$ cat src/rtl/dnn_classify_ctrl.sv
`timescale 1ns/1ps
// Classification controller: clears and starts the DNN engine, waits for
// completion (with timeout), scans the engine outputs and reports the argmax.
module dnn_classify_ctrl #(
  parameter int ADDR_WIDTH  = 17,
  parameter int DATA_WIDTH  = 15,
  parameter int NUM_CLASSES = 10,
  parameter int TIMEOUT     = 1000000
) (
  input  logic                         clk,
  input  logic                         rst,
  input  logic                         req,
  input  logic [ADDR_WIDTH-1:0]        img_base,
  output logic                         busy,
  output logic                         eng_reset,
  output logic                         eng_start,
  input  logic                         eng_done,
  input  logic [ADDR_WIDTH-1:0]        eng_addr,
  output logic [ADDR_WIDTH-1:0]        mem_addr,
  output logic [3:0]                   out_idx,
  input  logic signed [DATA_WIDTH-1:0] eng_out,
  output logic                         res_valid,
  input  logic                         res_ready,
  output logic [3:0]                   res_class,
  output logic signed [DATA_WIDTH-1:0] res_score,
  output logic                         res_err
);

  localparam logic [2:0] S_IDLE   = 3'd0;
  localparam logic [2:0] S_CLR    = 3'd1;
  localparam logic [2:0] S_START  = 3'd2;
  localparam logic [2:0] S_WAIT   = 3'd3;
  localparam logic [2:0] S_SCAN   = 3'd4;
  localparam logic [2:0] S_RESULT = 3'd5;

  localparam int CW = (TIMEOUT > 2) ? $clog2(TIMEOUT) : 1;
  localparam logic [CW-1:0] CNT_LAST = CW'(TIMEOUT - 1);
  localparam logic [3:0] LAST_IDX = 4'(NUM_CLASSES - 1);
  localparam logic signed [DATA_WIDTH-1:0] MOST_NEG =
    {1'b1, {(DATA_WIDTH-1){1'b0}}};

  logic [2:0]                   state_q, state_d;
  logic [ADDR_WIDTH-1:0]        base_q, base_d;
  logic [CW-1:0]                cnt_q, cnt_d;
  logic [3:0]                   idx_q, idx_d;
  logic [3:0]                   best_idx_q, best_idx_d;
  logic signed [DATA_WIDTH-1:0] best_score_q, best_score_d;
  logic                         res_valid_q, res_valid_d;
  logic [3:0]                   res_class_q, res_class_d;
  logic signed [DATA_WIDTH-1:0] res_score_q, res_score_d;
  logic                         res_err_q, res_err_d;

  logic                         better;
  logic [3:0]                   cand_idx;
  logic signed [DATA_WIDTH-1:0] cand_score;

  // Strict compare so a tie keeps the earlier (lower) index.
  assign better     = eng_out > best_score_q;
  assign cand_idx   = better ? idx_q : best_idx_q;
  assign cand_score = better ? eng_out : best_score_q;

  always_comb begin
    state_d      = state_q;
    base_d       = base_q;
    cnt_d        = cnt_q;
    idx_d        = idx_q;
    best_idx_d   = best_idx_q;
    best_score_d = best_score_q;
    res_valid_d  = res_valid_q;
    res_class_d  = res_class_q;
    res_score_d  = res_score_q;
    res_err_d    = res_err_q;
    unique case (state_q)
      S_IDLE: begin
        if (req) begin
          base_d  = img_base;
          state_d = S_CLR;
        end
      end
      S_CLR: state_d = S_START;
      S_START: begin
        cnt_d   = '0;
        state_d = S_WAIT;
      end
      S_WAIT: begin
        if (eng_done) begin
          state_d      = S_SCAN;
          idx_d        = '0;
          best_idx_d   = '0;
          best_score_d = MOST_NEG;
        end else if (cnt_q == CNT_LAST) begin
          state_d     = S_RESULT;
          res_class_d = 4'hF;
          res_score_d = '0;
          res_err_d   = 1'b1;
        end else begin
          cnt_d = cnt_q + 1'b1;
        end
      end
      S_SCAN: begin
        best_idx_d   = cand_idx;
        best_score_d = cand_score;
        if (idx_q == LAST_IDX) begin
          state_d     = S_RESULT;
          idx_d       = '0;
          res_class_d = cand_idx;
          res_score_d = cand_score;
          res_err_d   = 1'b0;
        end else begin
          idx_d = idx_q + 1'b1;
        end
      end
      S_RESULT: begin
        if (res_valid_q && res_ready) begin
          state_d     = S_IDLE;
          res_valid_d = 1'b0;
        end else begin
          res_valid_d = 1'b1;
        end
      end
      default: state_d = S_IDLE;
    endcase
  end

  always_ff @(posedge clk) begin
    if (!rst) begin
      state_q      <= S_IDLE;
      base_q       <= '0;
      cnt_q        <= '0;
      idx_q        <= '0;
      best_idx_q   <= '0;
      best_score_q <= '0;
      res_valid_q  <= 1'b0;
      res_class_q  <= '0;
      res_score_q  <= '0;
      res_err_q    <= 1'b0;
    end else begin
      state_q      <= state_d;
      base_q       <= base_d;
      cnt_q        <= cnt_d;
      idx_q        <= idx_d;
      best_idx_q   <= best_idx_d;
      best_score_q <= best_score_d;
      res_valid_q  <= res_valid_d;
      res_class_q  <= res_class_d;
      res_score_q  <= res_score_d;
      res_err_q    <= res_err_d;
    end
  end

  assign busy      = state_q != S_IDLE;
  assign eng_reset = state_q == S_CLR;
  assign eng_start = state_q == S_START;
  assign mem_addr  = eng_addr + base_q;
  assign out_idx   = idx_q;
  assign res_valid = res_valid_q;
  assign res_class = res_class_q;
  assign res_score = res_score_q;
  assign res_err   = res_err_q;

endmodule
$ cat config.mk
export PLATFORM = sky130hd
export DESIGN_NAME = dnn_classify_ctrl
export DESIGN_NICKNAME = d
export VERILOG_FILES = /design/src/rtl/dnn_classify_ctrl.sv
export SDC_FILE = /design/constraint.sdc
export NUM_CORES = 1
export LEC_CHECK = 0
export ABC_AREA = 1
export BUFFER_PORTS_ARGS = -buffer_cell sky130_fd_sc_hd__buf_2
export CORE_MARGIN = 5
export CORE_UTILIZATION = 45
export DETAILED_ROUTE_END_ITERATION = 10
export PLACE_DENSITY_LB_ADDON = 0.2
export SLEW_MARGIN = 5
export SYNTH_ARGS = -nofsm -noshare
export SYNTH_HDL_FRONTEND = slang
export SYNTH_SLANG_ARGS = --single-unit
export TNS_END_PERCENT = 5
$ cat constraint.sdc
create_clock -name clk -period 4.43 [get_ports clk]
set_input_delay 0.2215 -clock clk [delete_from_list [all_inputs] [get_ports clk]]
set_output_delay 0.2215 -clock clk [all_outputs]
set_load 0.005 [all_outputs]
==> After elaboration in Yosys (flattened, before gate mapping) <==
Cells that the tools add are included.
{ "totals": {"regBits": 84, "in_bits": 54, "word_cells": 69} }
{ "op_classes": {"n_addsub": 3, "order_cmp": 1, "eq_ne": 15, "muxes": 30, "n_reduce_logical": 10} }
{ "ops": {"columns": ["operator", "count"], "rows": [
  ["$mux 15", 5],
  ["$pmux 15 s2", 2],
  ["$mux 20", 2],
  ["$pmux 20 s2", 1],
  ["$mux 4", 6],
  ["$pmux 4 s2", 3],
  ["$add 20x1->20 const B", 1],
  ["$eq 20x20->1 const B", 1],
  ["$pmux 3 s6", 1],
  ["$add 17x17->17", 1],
  ["$gt 15x15->1", 1],
  ["$mux 3", 5],
  ["$ne 2x2->1 const B", 7],
  ["$reduce_and 4->1", 2],
  ["$eq 3x2->1 const B", 2],
  ["$eq 3x3->1 const B", 2],
  ["$add 4x1->4 const B", 1],
  ["$eq 4x4->1 const B", 1],
  ["$mux 1", 4],
  ["$reduce_and 2->1", 2],
  ["$reduce_bool 2->1", 2],
  ["$eq 3x1->1 const B", 1],
  ["$logic_not 3->1", 1],
  ["$ne 3x3->1 const B", 1],
  ["other kinds (4)", 4]
]} }

==> Depth between registers and ports, before layout <==
Gate-level depths: netlist of run 1.
{ "depth": {"ltp_word": 4, "ltp_mapped": 16, "depth_no_buf": 16} }

==> Least setup slack after synthesis of run 1 <==
No wires, ideal clock.
{ "synth_path": {"path_type": "flip-flop to output port", "startpoint": "register base_q[0]", "endpoint": "output port mem_addr[10]", "arrival_time_ns": 1.634, "path_slack_ns": 2.574, "stages_incl_launch_ff": 11, "n_path_buf": 0, "path_cell_list": "dfxtp_1 > ha_1 > fa_1 > nand3_1 > nand2_1 > nand3_1 > nand2_1 > nand3_1 > nand2_1 > a21oi_1 > xnor2_1"} }
{ "synth_via": {"elab_chain_cells": 1} }
{ "synth_lines": {"columns": ["item", "line", "source"], "rows": [
  ["from (decl)", "43", "logic [ADDR_WIDTH-1:0] base_q, base_d;"],
  ["from (signal assigned)", "139", "base_q <= base_d;"],
  ["$add 17x17->17", "154", "assign mem_addr = eng_addr + base_q;"],
  ["to (decl)", "19", "output logic [ADDR_WIDTH-1:0] mem_addr,"]
]} }
Every way passes these cells.

==> Worst setup path in the final report of run 1 <==
Same ends and word-level chain as after synthesis.

==> impl.org, run 1 <==
** Synth
- Post-synth ARST share :: 0%
- Number of library cell types mapped by synthesis :: 45
- Number of flops mapped to enable cells by yosys :: 0
- The biggest area contributor in the post-synthesis netlist is sky130_fd_sc_hd__dfxtp_1.
- The most used flip-flop cell after synthesis is sky130_fd_sc_hd__dfxtp_1.
- Top post-synthesis cells by area :: sky130_fd_sc_hd__dfxtp_1 (32%), sky130_fd_sc_hd__nand2_1 (9.8%), sky130_fd_sc_hd__a21oi_1 (8.3%), sky130_fd_sc_hd__inv_1 (8.1%), sky130_fd_sc_hd__ha_1 (8.1%)
- Each instance of the synthesized netlist takes up on average approximately 7.1 sq um.
- Sequential cell area fraction in the yosys report :: between 30% and 40%
- Summing every instance area after synthesis gives 5260 sq um.
- The synthesized design contains between 80 and 90 register bits.
- The number of nets handed over by synthesis was ~830.
- Yosys printed 0 warnings.
- In the synthesized netlist, the number of instances is between 700 and 800.
- Synth top area share :: between 30% and 40%

** Placement
- # port buffers :: roughly 100
- The congestion estimate from routability-driven global placement came to between 0.9 and 1.
- Timing analysis after detailed placement gives a worst setup slack of roughly 2.1 ns.
- Cell area after placement :: approximately 5800 sq um
- The number of placed instances, taps included, is 964.
- HPWL after detailed placement :: roughly 10 mm

** Floorplan
- Width of the die :: about 120 um
- Overall die area :: between 10000 and 15000 sq um
- Starting utilization of the core area :: 46.1%
- After floorplanning, the core was divided into 39 placement rows.
- The floorplan step defined a core boundary enclosing between 10000 and 15000 sq um.
- Top-Level Pins :: 99
- Vertical die dimension :: roughly 120 um

** Finish
- The library cell used most frequently in the layout, excluding fill and tap cells, is sky130_fd_sc_hd__nand2_1.
- Number of cells in the finished layout apart from fillers :: 977
- Diode insertion count for antenna repair :: 0
- Signed area change from the synthesized netlist to the final layout :: 14.4%
- Fillers :: 1101
- Most frequent cells in the layout :: sky130_fd_sc_hd__nand2_1 (137), sky130_fd_sc_hd__inv_1 (114), sky130_fd_sc_hd__buf_2 (98), sky130_fd_sc_hd__a21oi_1 (87), sky130_fd_sc_hd__dfxtp_1 (84)
- Fraction of final layout cells with drive strength greater than 1 :: 19.1%
- The finished cells cover around 6000 sq um.
- The net count of the finished layout is ~920.

** Timing
- Final clock skew :: around 0.0073 ns
- The count of endpoints failing hold in the final timing report was 0.
- After layout, the worst path uses approximately 56% of the clock period.
- Worst slew margin relative to its limit :: between 30% and 40%
- Adding up every negative setup slack in the final design gives 0 ns.
- Across all setup checks in the final design, the least slack found is 1.94 ns.
- Time the worst path needs with I/O delays and setup :: approximately 2.5 ns
- Across all hold checks on the routed design, the worst slack comes to about 0.16 ns.
- Setup repair after global routing left no endpoint under its margin.
- At the pin with the least slew margin, the transition time is approximately 1.0 ns.
- Setup violations remaining at the end of the flow were counted as 0.
- Timing would allow up to between 400 and 500 MHz.
- Max-slew violations :: 0

** Outcome
- Result of the run :: complete, no violations

** Global routing
- The number of antenna violations at the first check in global routing is 0.
- For this run the aggregate overflow at the end of global routing stands at 0.
- All-layer global routing usage :: 18.7%
- Entering global routing, the biggest net connects 45 pins.
- First-pass GRT wire length :: around 22 mm
- Via count of the first global-routing pass :: roughly 4900

** CTS
- Clock tree synthesis selected as its root buffer the cell sky130_fd_sc_hd__clkbuf_16.
- The clock reaches the later pin of the worst-skew pair after 0.34 ns.
- Depth of the CTS H-tree :: 3
- Clock transition at the registers of the reported paths :: roughly 0.06 ns
- Cells resized by post-CTS repair :: 0
- Clock tree synthesis found a total of 84 sinks.
- Number of buffers added by the clock tree synthesis step :: 9
- TritonCTS built the clock tree.
- Post-cts hold buffer count :: 0
- No sink is reached through more buffers than the 2 on the longest clock path.
- Once the clock tree was built, the setup fixing pass inserted 0 buffers.

** Power
- Across the VDD grid, the largest voltage drop is around 0.00024 V.
- Summed over all cells, the static leakage comes to ~2.9 nW.
- Pwr dens :: around 530 nW/um^2

** Detailed routing
- Dividing the detail-routed wire length by the instance count gives 13.4 um.
- Total via count after detailed routing :: between 5000 and 6000
- After detailed routing, the number of remaining DRC violations is 0.
- Residual antenna-violating net count after detailed routing :: 0
- For this block, the routed nets add up to 13.1 mm of wire.
- The first routing iteration left between 300 and 400 violations.
- Initial DRT Pass Iterations :: 5
- In the routed layout, each cell is associated on average with a via count of 5.21.

** Setup path
- Of all nets on the critical path, the largest fanout is 4.
- CP endpoint kind :: primary output
- Arrival time at the worst endpoint :: between 2 and 2.5 ns
- The worst setup path is launched from a register.
- Crit path required time :: between 4 and 5 ns
- Reg2Reg Depth :: 9
- Category of the critical setup timing path :: register to primary output

** Hold path
- The path class of the tightest hold or removal check is primary input to register.
- Worst hold path depth :: 3

** Flow run
- Max-cap violations in this run came to 0.
-- report_power, final --
part / internal (mW) / leakage [nW] / switching (mW)
Sequential: 0.910 / 0.683 / 0.0955
Clock: 0.368 / 0.120 / 0.287
Combinational: 0.545 / 2.07 / 0.960
-- metrics by stage --
| stage | total power, mW | util [%] |
|---|---|---|
| 6_report | 3.17 | 52.7 |
| 2_1_floorplan | 2.16 | - |
| 5_1_grt | 3.45 | 52.7 |
| 3_5_place_dp | 2.53 | 50.5 |
| 4_1_cts | 3.20 | 52.7 |
| 3_3_place_gp | 2.49 | 50.5 |
-- Yosys cell counts, types with 2 or more instances --
| master | count |
|---|---|
| sky130_fd_sc_hd__a31oi_1 | 3 |
| sky130_fd_sc_hd__buf_2 | 3 |
| sky130_fd_sc_hd__buf_6 | 7 |
| sky130_fd_sc_hd__nand2_1 | 137 |
| sky130_fd_sc_hd__o21ai_0 | 48 |
| sky130_fd_sc_hd__inv_2 | 8 |
| sky130_fd_sc_hd__ha_1 | 34 |
| sky130_fd_sc_hd__dfxtp_1 | 84 |
| sky130_fd_sc_hd__nor4_1 | 3 |
| sky130_fd_sc_hd__nand3_2 | 23 |
| sky130_fd_sc_hd__nor2_1 | 39 |
| sky130_fd_sc_hd__nor2_2 | 3 |
| sky130_fd_sc_hd__a21oi_1 | 87 |
| sky130_fd_sc_hd__xnor2_1 | 3 |
| sky130_fd_sc_hd__a21o_1 | 2 |
| sky130_fd_sc_hd__nand3_1 | 55 |
| sky130_fd_sc_hd__nand2_2 | 6 |
| sky130_fd_sc_hd__clkbuf_1 | 8 |
| sky130_fd_sc_hd__inv_1 | 114 |
| sky130_fd_sc_hd__xor2_1 | 16 |
| sky130_fd_sc_hd__a21oi_2 | 2 |
| sky130_fd_sc_hd__nor3_1 | 11 |
| sky130_fd_sc_hd__nand4_1 | 20 |
| sky130_fd_sc_hd__o21ai_1 | 3 |
| sky130_fd_sc_hd__o21bai_1 | 3 |
| sky130_fd_sc_hd__buf_4 | 4 |
-- layer usage --
metal  routed length, um  share of wire, %  GRT usage [%]
met3                 853               6.5           4.20
met4                 179               1.4           5.95
met5                   0                 0              0
met2                6020                46           31.1
met1                6080                46           24.1
-- worst paths after layout --
check	startpoint	to	slack [ns]
hold / removal	img_base[13]	base_q[13]	0.16
setup / recovery	base_q[0]	mem_addr[10]	1.94
setup reg to reg	cnt_q[0]	cnt_q[16]	2.06
hold reg to reg	base_q[13]	base_q[13]	0.45
-- flip-flops by register name, indices dropped and copies added (netlist names) --
register / flops
base_q: 17
best_idx_q: 4
best_score_q: 15
cnt_q: 20
out_idx: 4
res_class: 4
res_err: 1
res_score: 15
res_valid: 1
state_q: 3
-- kinds of logic after synthesis --
logic type,share of synthesized area (%)
xor+xnor,3.16
buf+inv,12.1
fa+ha+maj,8.46
flops,32.0
simple gates,28.6
compound gates,15.7
-- final cells by class --
| class | instances | area, sq um | share of cell area (%) |
|---|---|---|---|
| inverter | 124 | 468 | 7.78 |
| clock inverter | 3 | 17.5 | 0.291 |
| sequential | 84 | 1680 | 27.9 |
| clock buffer | 10 | 229 | 3.80 |
| multi-input combinational | 514 | 2950 | 48.9 |
| tap | 143 | 179 | 2.97 |
| timing repair buffer | 99 | 498 | 8.27 |
-- worst max-delay path, cell delays in order, from the launching register on --
cell	delay (ns)
sky130_fd_sc_hd__dfxtp_1	0.31
sky130_fd_sc_hd__ha_1	0.20
sky130_fd_sc_hd__fa_1	0.41
sky130_fd_sc_hd__nand3_1	0.09
sky130_fd_sc_hd__nand2_1	0.08
sky130_fd_sc_hd__nand3_1	0.07
sky130_fd_sc_hd__nand2_1	0.11
sky130_fd_sc_hd__nand3_1	0.09
sky130_fd_sc_hd__nand2_1	0.12
sky130_fd_sc_hd__a21oi_1	0.19
sky130_fd_sc_hd__xnor2_1	0.13
sky130_fd_sc_hd__buf_2	0.13
(Power assumes the default switching activity.)
==> inputs of run 2 (changes only) <==
==> constraint.sdc (replaced) <==
create_clock -name clk -period 2.4 [get_ports clk]
set_input_delay 0.12 -clock clk [delete_from_list [all_inputs] [get_ports clk]]
set_output_delay 0.12 -clock clk [all_outputs]
set_load 0.005 [all_outputs]
==> impl.org, run 2 (synthesis gave the netlist of run 1 again) <==
** Outcome
- Result of the run :: complete, no violations

** Setup path
- Reg2Reg Capture Point :: res_class[0]
- R2r startpoint :: best_score_q[14]
- The setup slack of the most critical reg-to-reg path came to 0.23 ns (-1.83 ns).
- The delay of the slowest cell on the worst path is 0.36 ns (-0.05 ns).
- STA classifies the critical path endpoint as a primary output.
- The worst path required time was 2.28 ns (-1.93 ns).
- Nature of the critical path startpoint :: register
- Walking the worst path, the cells encountered are ha_1, fa_2, nand3_1, nand2_1, nand3_2, nand2_2, nand3_2, nand2_4, nand3_1, nand2_1, xor2_1, buf_2.
- The slowest stage of the critical path is the sky130_fd_sc_hd__fa_2 cell.
- The data arrival at the endpoint of the critical path is 2.12 ns (-0.15 ns).
- The highest fanout seen on the critical path is 4 (unchanged).
- Category of the critical setup timing path :: register to primary output
- Reg2Reg Depth :: 15 (+6)

** CTS
- The number of buffers added for setup after CTS was 0 (unchanged).
- The count of cells resized by post-cts repair was 0 (unchanged).
- The count of hold-fix buffers inserted at cts came to 0 (unchanged).
- The latest clock arrival within the worst-skew pair came to 0.34 ns (about the same).
- The number of buffers on the longest clock path was 2 (unchanged).
- Root buf cell :: sky130_fd_sc_hd__clkbuf_16
- The number of buffers created by CTS is 9 (unchanged).
- The number of sinks driven by the clock tree was 84 (unchanged).
- The clock input transition at the sequential cells of the worst setup and hold paths came to 0.06 ns (about the same).
- TritonCTS built the clock tree.
- Depth of the CTS H-tree :: 3 (unchanged)

** Finish
- Largest register FFs :: 20 (unchanged)
- The count of placed standard cells in the final layout, fillers left out is 990 (+1.3%).
- The share of layout cells above drive strength 1 is 20.8% (+1.7 points).
- The library cell used most frequently in the layout, excluding fill and tap cells, is sky130_fd_sc_hd__nand2_1.
- Signed area change from the synthesized netlist to the final layout :: 17.0%
- # nets final :: 931 (+1.1%)
- The number of diodes added for antenna fixing came to 0 (unchanged).
- Largest registers ranked by flip-flop count :: cnt_q: 20 flops, base_q: 17 flops
- The top cell types in the final layout, fill and taps aside, are sky130_fd_sc_hd__nand2_1 (135), sky130_fd_sc_hd__inv_1 (114), sky130_fd_sc_hd__buf_2 (98), sky130_fd_sc_hd__a21oi_1 (86), sky130_fd_sc_hd__dfxtp_1 (84).
- The final non-filler cell area is 6160 sq um (+2.3%).
- The register with the most flip-flops in the final layout is cnt_q.

** Timing
- The count of endpoints failing hold in the final timing report was 0 (unchanged).
- Setup repair after global routing missed its margin :: no
- The max-slew headroom at the worst pin is 69.6% (+37 points).
- Time the worst path needs with I/O delays and setup :: 2.24 ns
- Sum of negative setup slack :: 0 ns (unchanged)
- Max-slew violations :: 0 (unchanged)
- The number of failing setup endpoints in the final timing report came to 0 (unchanged).
- The final worst clock skew is 0.00620 ns (-0.00114 ns).
- Based on the critical path, the design can be clocked at up to between 400 and 500 MHz.
- The worst hold slack after final layout was 0.0687 ns (-0.0937 ns).
- Min setup slack post-route :: 0.159 ns (-1.78 ns)
- Part of the cycle the worst path needs :: around 93%
- Slew at the pin closest to its max-slew limit :: 0.455 ns (-0.548 ns)

** Placement
- The count of buffers inserted at the top-level ports is 98 (unchanged).
- Setup slack at placement :: 0.262 ns (-1.83 ns)
- The area of placed instances came to 5850 sq um (+1.3%).
- The count of placed standard cells including taps came to 974 (+1.0%).
- HPWL after detailed placement :: 10.0 mm (+2.2%)
- The weighted congestion at the end of routability-driven global placement came to 0.977 (+6.0%).

** Floorplan
- The cell row count is 39 (unchanged).
- Top-Level Pins :: 99 (unchanged)
- The initial standard-cell utilization of the core came to 46.1% (unchanged).
- Floorplan Core Area :: 11400 sq um (unchanged)
- The horizontal die dimension is 118 um (unchanged).
- Overall die area :: 14000 sq um (unchanged)
- Vertical die dimension :: 118 um (unchanged)

** Power
- The largest vdd supply drop was 0.000456 V (+89%).
- The standby leakage power was 2.93 nW (+2.1%).
- The cell area power density was 989 nW/um^2 (+88%).

** Global routing
- The number of antenna violations at the first check in global routing was 0 (unchanged).
- First-pass GRT wire length :: 22.5 mm (+0.46%)
- All-layer global routing usage :: 18.9% (+0.22 points)
- The maximum number of pins on one net before global-route repair is 44 (-2.2%).
- Via count of the first global-routing pass :: 4888 (-1.1%)
- The remaining global-route overflow is 0 (unchanged).

** Detailed routing
- Total via count after detailed routing :: 5145 (+1.1%)
- Final routed DRC violation total :: 0 (unchanged)
- The total wire length after detailed routing was 13.5 mm (+2.9%).
- Routed vias/inst :: 5.20 (-0.21%)
- The DRC violation total after the first TritonRoute iteration was 309 (+1.3%).
- The count of nets left with antenna violations after detail routing came to 0 (unchanged).
- The average wire per cell in the routed design came to 13.7 um (+1.6%).
- The first-pass iteration count of the detailed router was 5 (unchanged).

** Hold path
- In this run the worst hold path is classified as primary input to register.
- The number of cells on the worst hold path was 3 (unchanged).
- Launch instance of the worst min-delay path :: img_base[13]
- Worst Hold Endpoint :: base_q[13]

** Flow run
- Max-Cap Viols :: 0 (unchanged)
[run 2: cell count changes in the layout (fill, tap and decap cells not counted), sizes merged]
cell	change
bufinv	+1
clkinv	-1
clkinvlp	+1
buf	+10
clkbuf	+2
[run 2: report_power, final]
part / total [mW] / switching (mW) / internal (mW)
Combinational: 2.87 / 1.80 / 1.07
Clock: 1.37 / 0.560 / 0.806
Sequential: 1.86 / 0.178 / 1.68
[run 2: metrics by stage]
step	util, %	total power, mW
5_1_grt	53.9	6.62
3_3_place_gp	51.2	4.64
4_1_cts	53.7	6.10
3_5_place_dp	51.2	4.72
6_report	53.9	6.09
2_1_floorplan	-	3.99
[run 2: layer usage]
metal  GRT usage (%)  routed length (um)
met5               0                   0
met4            6.52                 296
met3            5.01                1000
met2            30.9                6010
met1            24.1                6210
[run 2: final cells by class]
type                    count  area, sq um
fillers                  1139         5260
clock inverters             4         50.0
well taps                 143          179
flip-flops and latches     84         1680
clock buffers              12          236
inverters                 124          468
multi-input cells         514         2970
repair buffers            109          573
[run 2: worst max-delay path by stage]
stage	startpoint	to	slack, ns	cells past startpoint
finish	base_q[0]	mem_addr[12]	0.16	12
global route	base_q[7]	mem_addr[14]	0.0003	7
CTS	base_q[0]	mem_addr[10]	0.01	11
detailed placement	best_score_q[14]	best_score_q[14]	0.26	15
global placement	best_score_q[14]	res_class[1]	0.37	15
floorplan	best_score_q[14]	res_score[13]	0.55	14
[run 2: critical path: cells and delay by family (launching register included)]
kind                       cells  cell delay (ns)
xor gates and xnor gates       1             0.14
adders and majority gates      2             0.57
DFF                            1             0.31
buffers and inverters          1             0.13
and+or+nand+nor                8             0.65
==> inputs of run 3 (changes only) <==
--- a/config.mk
+++ b/config.mk
@@ -10,6 +10,7 @@
 export CORE_MARGIN = 5
 export CORE_UTILIZATION = 45
 export DETAILED_ROUTE_END_ITERATION = 10
+export GPL_ROUTABILITY_DRIVEN = 0
 export PLACE_DENSITY_LB_ADDON = 0.2
 export SLEW_MARGIN = 5
 export SYNTH_ARGS = -nofsm -noshare
==> constraint.sdc (replaced) <==
create_clock -name clk -period 2.3 [get_ports clk]
set_input_delay 0.115 -clock clk [delete_from_list [all_inputs] [get_ports clk]]
set_output_delay 0.115 -clock clk [all_outputs]
set_load 0.005 [all_outputs]
==> impl.org, run 3 (synthesis gave the netlist of run 1 again) <==
** Outcome
- The run finished with clean final reports.

** Finish
- Diode insertion count for antenna repair :: 0 (unchanged)
- Leaving out fill and tap cells, the most frequent cell in the layout is sky130_fd_sc_hd__nand2_1.
- Fillers :: 1080 (-5.2%)
- Largest registers ranked by flip-flop count :: cnt_q: 20 flops, base_q: 17 flops
- Compared with the post-synthesis result, the final layout area differs by 19.4%.
- # nets final :: 933 (+0.21%)
- Largest register FFs :: 20 (unchanged)
- In the layout the commonest cells are sky130_fd_sc_hd__nand2_1 (133), sky130_fd_sc_hd__inv_1 (114), sky130_fd_sc_hd__buf_2 (98), sky130_fd_sc_hd__dfxtp_1 (83), sky130_fd_sc_hd__a21oi_1 (82).
- Core utilization of the finished layout :: 55.0% (+1.1 points)
- The share of layout cells above drive strength 1 is 22.6% (+1.9 points).
- Most flop-heavy register :: cnt_q

** Power
- The sum of internal, switching and leakage power was 6.58 mW (+7.9%).
- The proportion of power drawn by the clock network came to 23.1% (+0.7 points).
- Leakage power total :: 2.97 nW (+1.3%)
- The net switching power was 2.71 mW (+6.6%).
- The switching fraction of total power came to 41.2% (-0.50 points).
- The part of the power in registers was 29.5% (-1.0 points).
- The internal portion of total power came to 3.87 mW (+8.8%).
- Share of total power in combinational logic :: 47.4% (+0.3 points)
- Max IR drop VDD :: 0.000457 V (+0.25%)
- The cell area power density came to 1050 nW/um^2 (+5.8%).

** Placement
- The sum of net half-perimeters after detailed placement came to 10.1 mm (+0.70%).
- # port buffers :: 98 (unchanged)

** Detailed routing
- The average wire per cell in the routed design came to 13.8 um (+1.3%).
- Final routed DRC violation total :: 0 (unchanged)
- The via count normalized by instance count came to 5.25 (+1.1%).
- The count of nets left with antenna violations after detail routing came to 0 (unchanged).
- Initial DRT Pass Iterations :: 5 (unchanged)
- Total length of routed wires :: 13.7 mm (+1.4%)
- DRC marker count from the first detailed-route iteration :: 322 (+4.2%)
- The number of vias after detailed routing came to 5205 (+1.2%).

** Timing
- Setup repair after global routing missed its margin :: yes
- Count of final hold-check violations :: 0 (unchanged)
- The max-slew headroom at the worst pin was 67.4% (-2.2 points).
- The worst hold slack after final layout came to 0.0558 ns (-0.0129 ns).
- Final clock skew :: 0.00785 ns (+0.00165 ns)
- Max-slew violations :: 0 (unchanged)
- The total negative slack for setup checks is 0 ns (unchanged).
- Part of the cycle the worst path needs :: 97.9%
- The number of failing setup endpoints in the final timing report came to 0 (unchanged).
- The slew at the pin closest to its max-slew limit is 0.485 ns (+0.0303 ns).
- F_max :: 444 MHz
- The smallest clock period supported by the final layout is computed as around 2.3 ns.

** Setup path
- CP endpoint kind :: primary output
- The setup path with the least slack is of type register to primary output.
- The delay of the slowest cell on the worst path came to 0.37 ns (about the same).
- Reg2Reg Capture Point :: res_class[3]
- Arrival time at the worst endpoint :: 2.14 ns (+0.02 ns)
- The critical path goes through ha_1, a21oi_2, o21ai_0, nand2_1, nand3_2, a31oi_1, xor2_1, buf_2.
- Internal reg-to-reg setup slack :: 0.19 ns (-0.04 ns)
- Largest fanout on the critical path :: 5 (+1)
- Tracing the worst setup path back leads to its startpoint at base_q[6].
- The worst setup path is launched from a register.
- The worst path required time is 2.18 ns (-0.10 ns).
- Slowest stage cell, crit path :: sky130_fd_sc_hd__ha_1
- R2r startpoint :: best_score_q[14]
- The depth of the most critical reg-to-reg path came to 15 (unchanged).

** CTS
- Root buf cell :: sky130_fd_sc_hd__clkbuf_16
- Clock Latency Late Sink :: 0.34 ns (about the same)
- The count of hold-fix buffers inserted at cts came to 0 (unchanged).
- Clock transition at the registers of the reported paths :: 0.06 ns (about the same)
- TritonCTS clock tree :: built
- Number of buffers added by the clock tree synthesis step :: 9 (unchanged)
- Deepest clock path buffer count :: 2 (unchanged)
- # clock sinks :: 84 (unchanged)
- Depth of the CTS H-tree :: 3 (unchanged)

** Floorplan
- The horizontal die dimension is 118 um (unchanged).
- The top-level port count was 99 (unchanged).
- Vertical die dimension :: 118 um (unchanged)
- Floorplan Core Area :: 11400 sq um (unchanged)
- The cell row count was 39 (unchanged).
- The initial standard-cell utilization of the core came to 46.1% (unchanged).
- Overall die area :: 14000 sq um (unchanged)

** Hold path
- The worst hold path terminates at base_q[12].
- Type of the tightest min-delay check :: primary input to register
- Launch instance of the worst min-delay path :: img_base[12]
- The number of cells on the worst hold path is 3 (unchanged).

** Global routing
- Via count of the first global-routing pass :: 4978 (+1.8%)
- First-pass GRT wire length :: 22.7 mm (+0.83%)
- Overflow left after global routing :: 0 (unchanged)
- Number of antenna violations at the first check in global routing :: 0 (unchanged)
- The all-layer global routing usage is 19.1% (+0.19 points).
- Largest net degree at the start of global routing :: 44 (unchanged)

** Flow run
- Max-Cap Viols :: 0 (unchanged)
-- run 3: changes by cell type in the layout (fill, tap and decap cells not counted), moves of 2 or more --
cell	previous run	this run
sky130_fd_sc_hd__nand2_1	135	133
sky130_fd_sc_hd__clkbuf_1	3	1
sky130_fd_sc_hd__ha_4	0	2
sky130_fd_sc_hd__ha_1	34	31
sky130_fd_sc_hd__nand3_1	53	51
sky130_fd_sc_hd__a21oi_2	3	7
sky130_fd_sc_hd__nand3_2	25	27
sky130_fd_sc_hd__a21oi_1	86	82
-- run 3: power by group through the flow --
stage | sequential, mW | combinational (mW) | clock (mW)
CTS | 1.94 | 2.99 | 1.55
finish | 1.94 | 3.11 | 1.52
global route | 1.98 | 3.53 | 1.63
global placement | 1.96 | 2.89 | 0
detailed placement | 1.97 | 2.98 | 0
floorplan | 1.93 | 2.23 | 0
-- run 3: cell type report --
type	instances	area [sq um]	area share [%]
Multi-Input combinational cell	514	3050	48.5
Inverter	124	468	7.45
Tap cell	143	179	2.85
Clock inverter	5	77.6	1.23
Sequential cell	84	1680	26.8
Timing Repair Buffer	111	601	9.56
Clock buffer	10	229	3.64
-- run 3: critical path: cells and delay by family (launching register included) --
family	cells	cell delay (ns)
adder cells (fa/ha/maj)	1	0.37
AND/OR/NAND/NOR	2	0.25
XOR/XNOR	1	0.15
flip-flops	1	0.31
buffers and inverters	1	0.12
AO/OA/AOI/OAI	3	0.60
-- run 3: worst max-delay path by stage --
stage / slack (ns) / to / cells after the start
after floorplan: 0.45 / res_score[13] / 14
final: 0.05 / mem_addr[13] / 8
after detailed placement: 0.18 / best_score_q[14] / 15
after CTS: 0.003 / mem_addr[9] / 8
after global placement: 0.26 / res_class[1] / 15
after global routing: -0.03 / res_class[3] / 15
-- run 3: what timing repair did --
action	in CTS	in global routing
pin swaps	0	4
gates cloned	0	0
buffers inserted	0	1
endpoints found under the setup margin	3	24
gates resized for setup	1	24
-- run 3: per-layer routing --
layer	share of wire, %	wire length [um]	GRT usage (%)
met5	0	0	0
met2	47	6410	31.8
met4	1.7	235	7.67
met3	6.7	920	4.39
met1	45	6140	23.9
-- run 3: per-stage QoR --
stage	setup slack, ns	std cells	instance area (sq um)
after floorplan	0.450	745	5260
after global placement	0.262	975	5870
after detailed placement	0.184	975	5870
after CTS	0.00285	990	6180
after global routing	-0.0315	991	6280
final	0.0493	991	6280
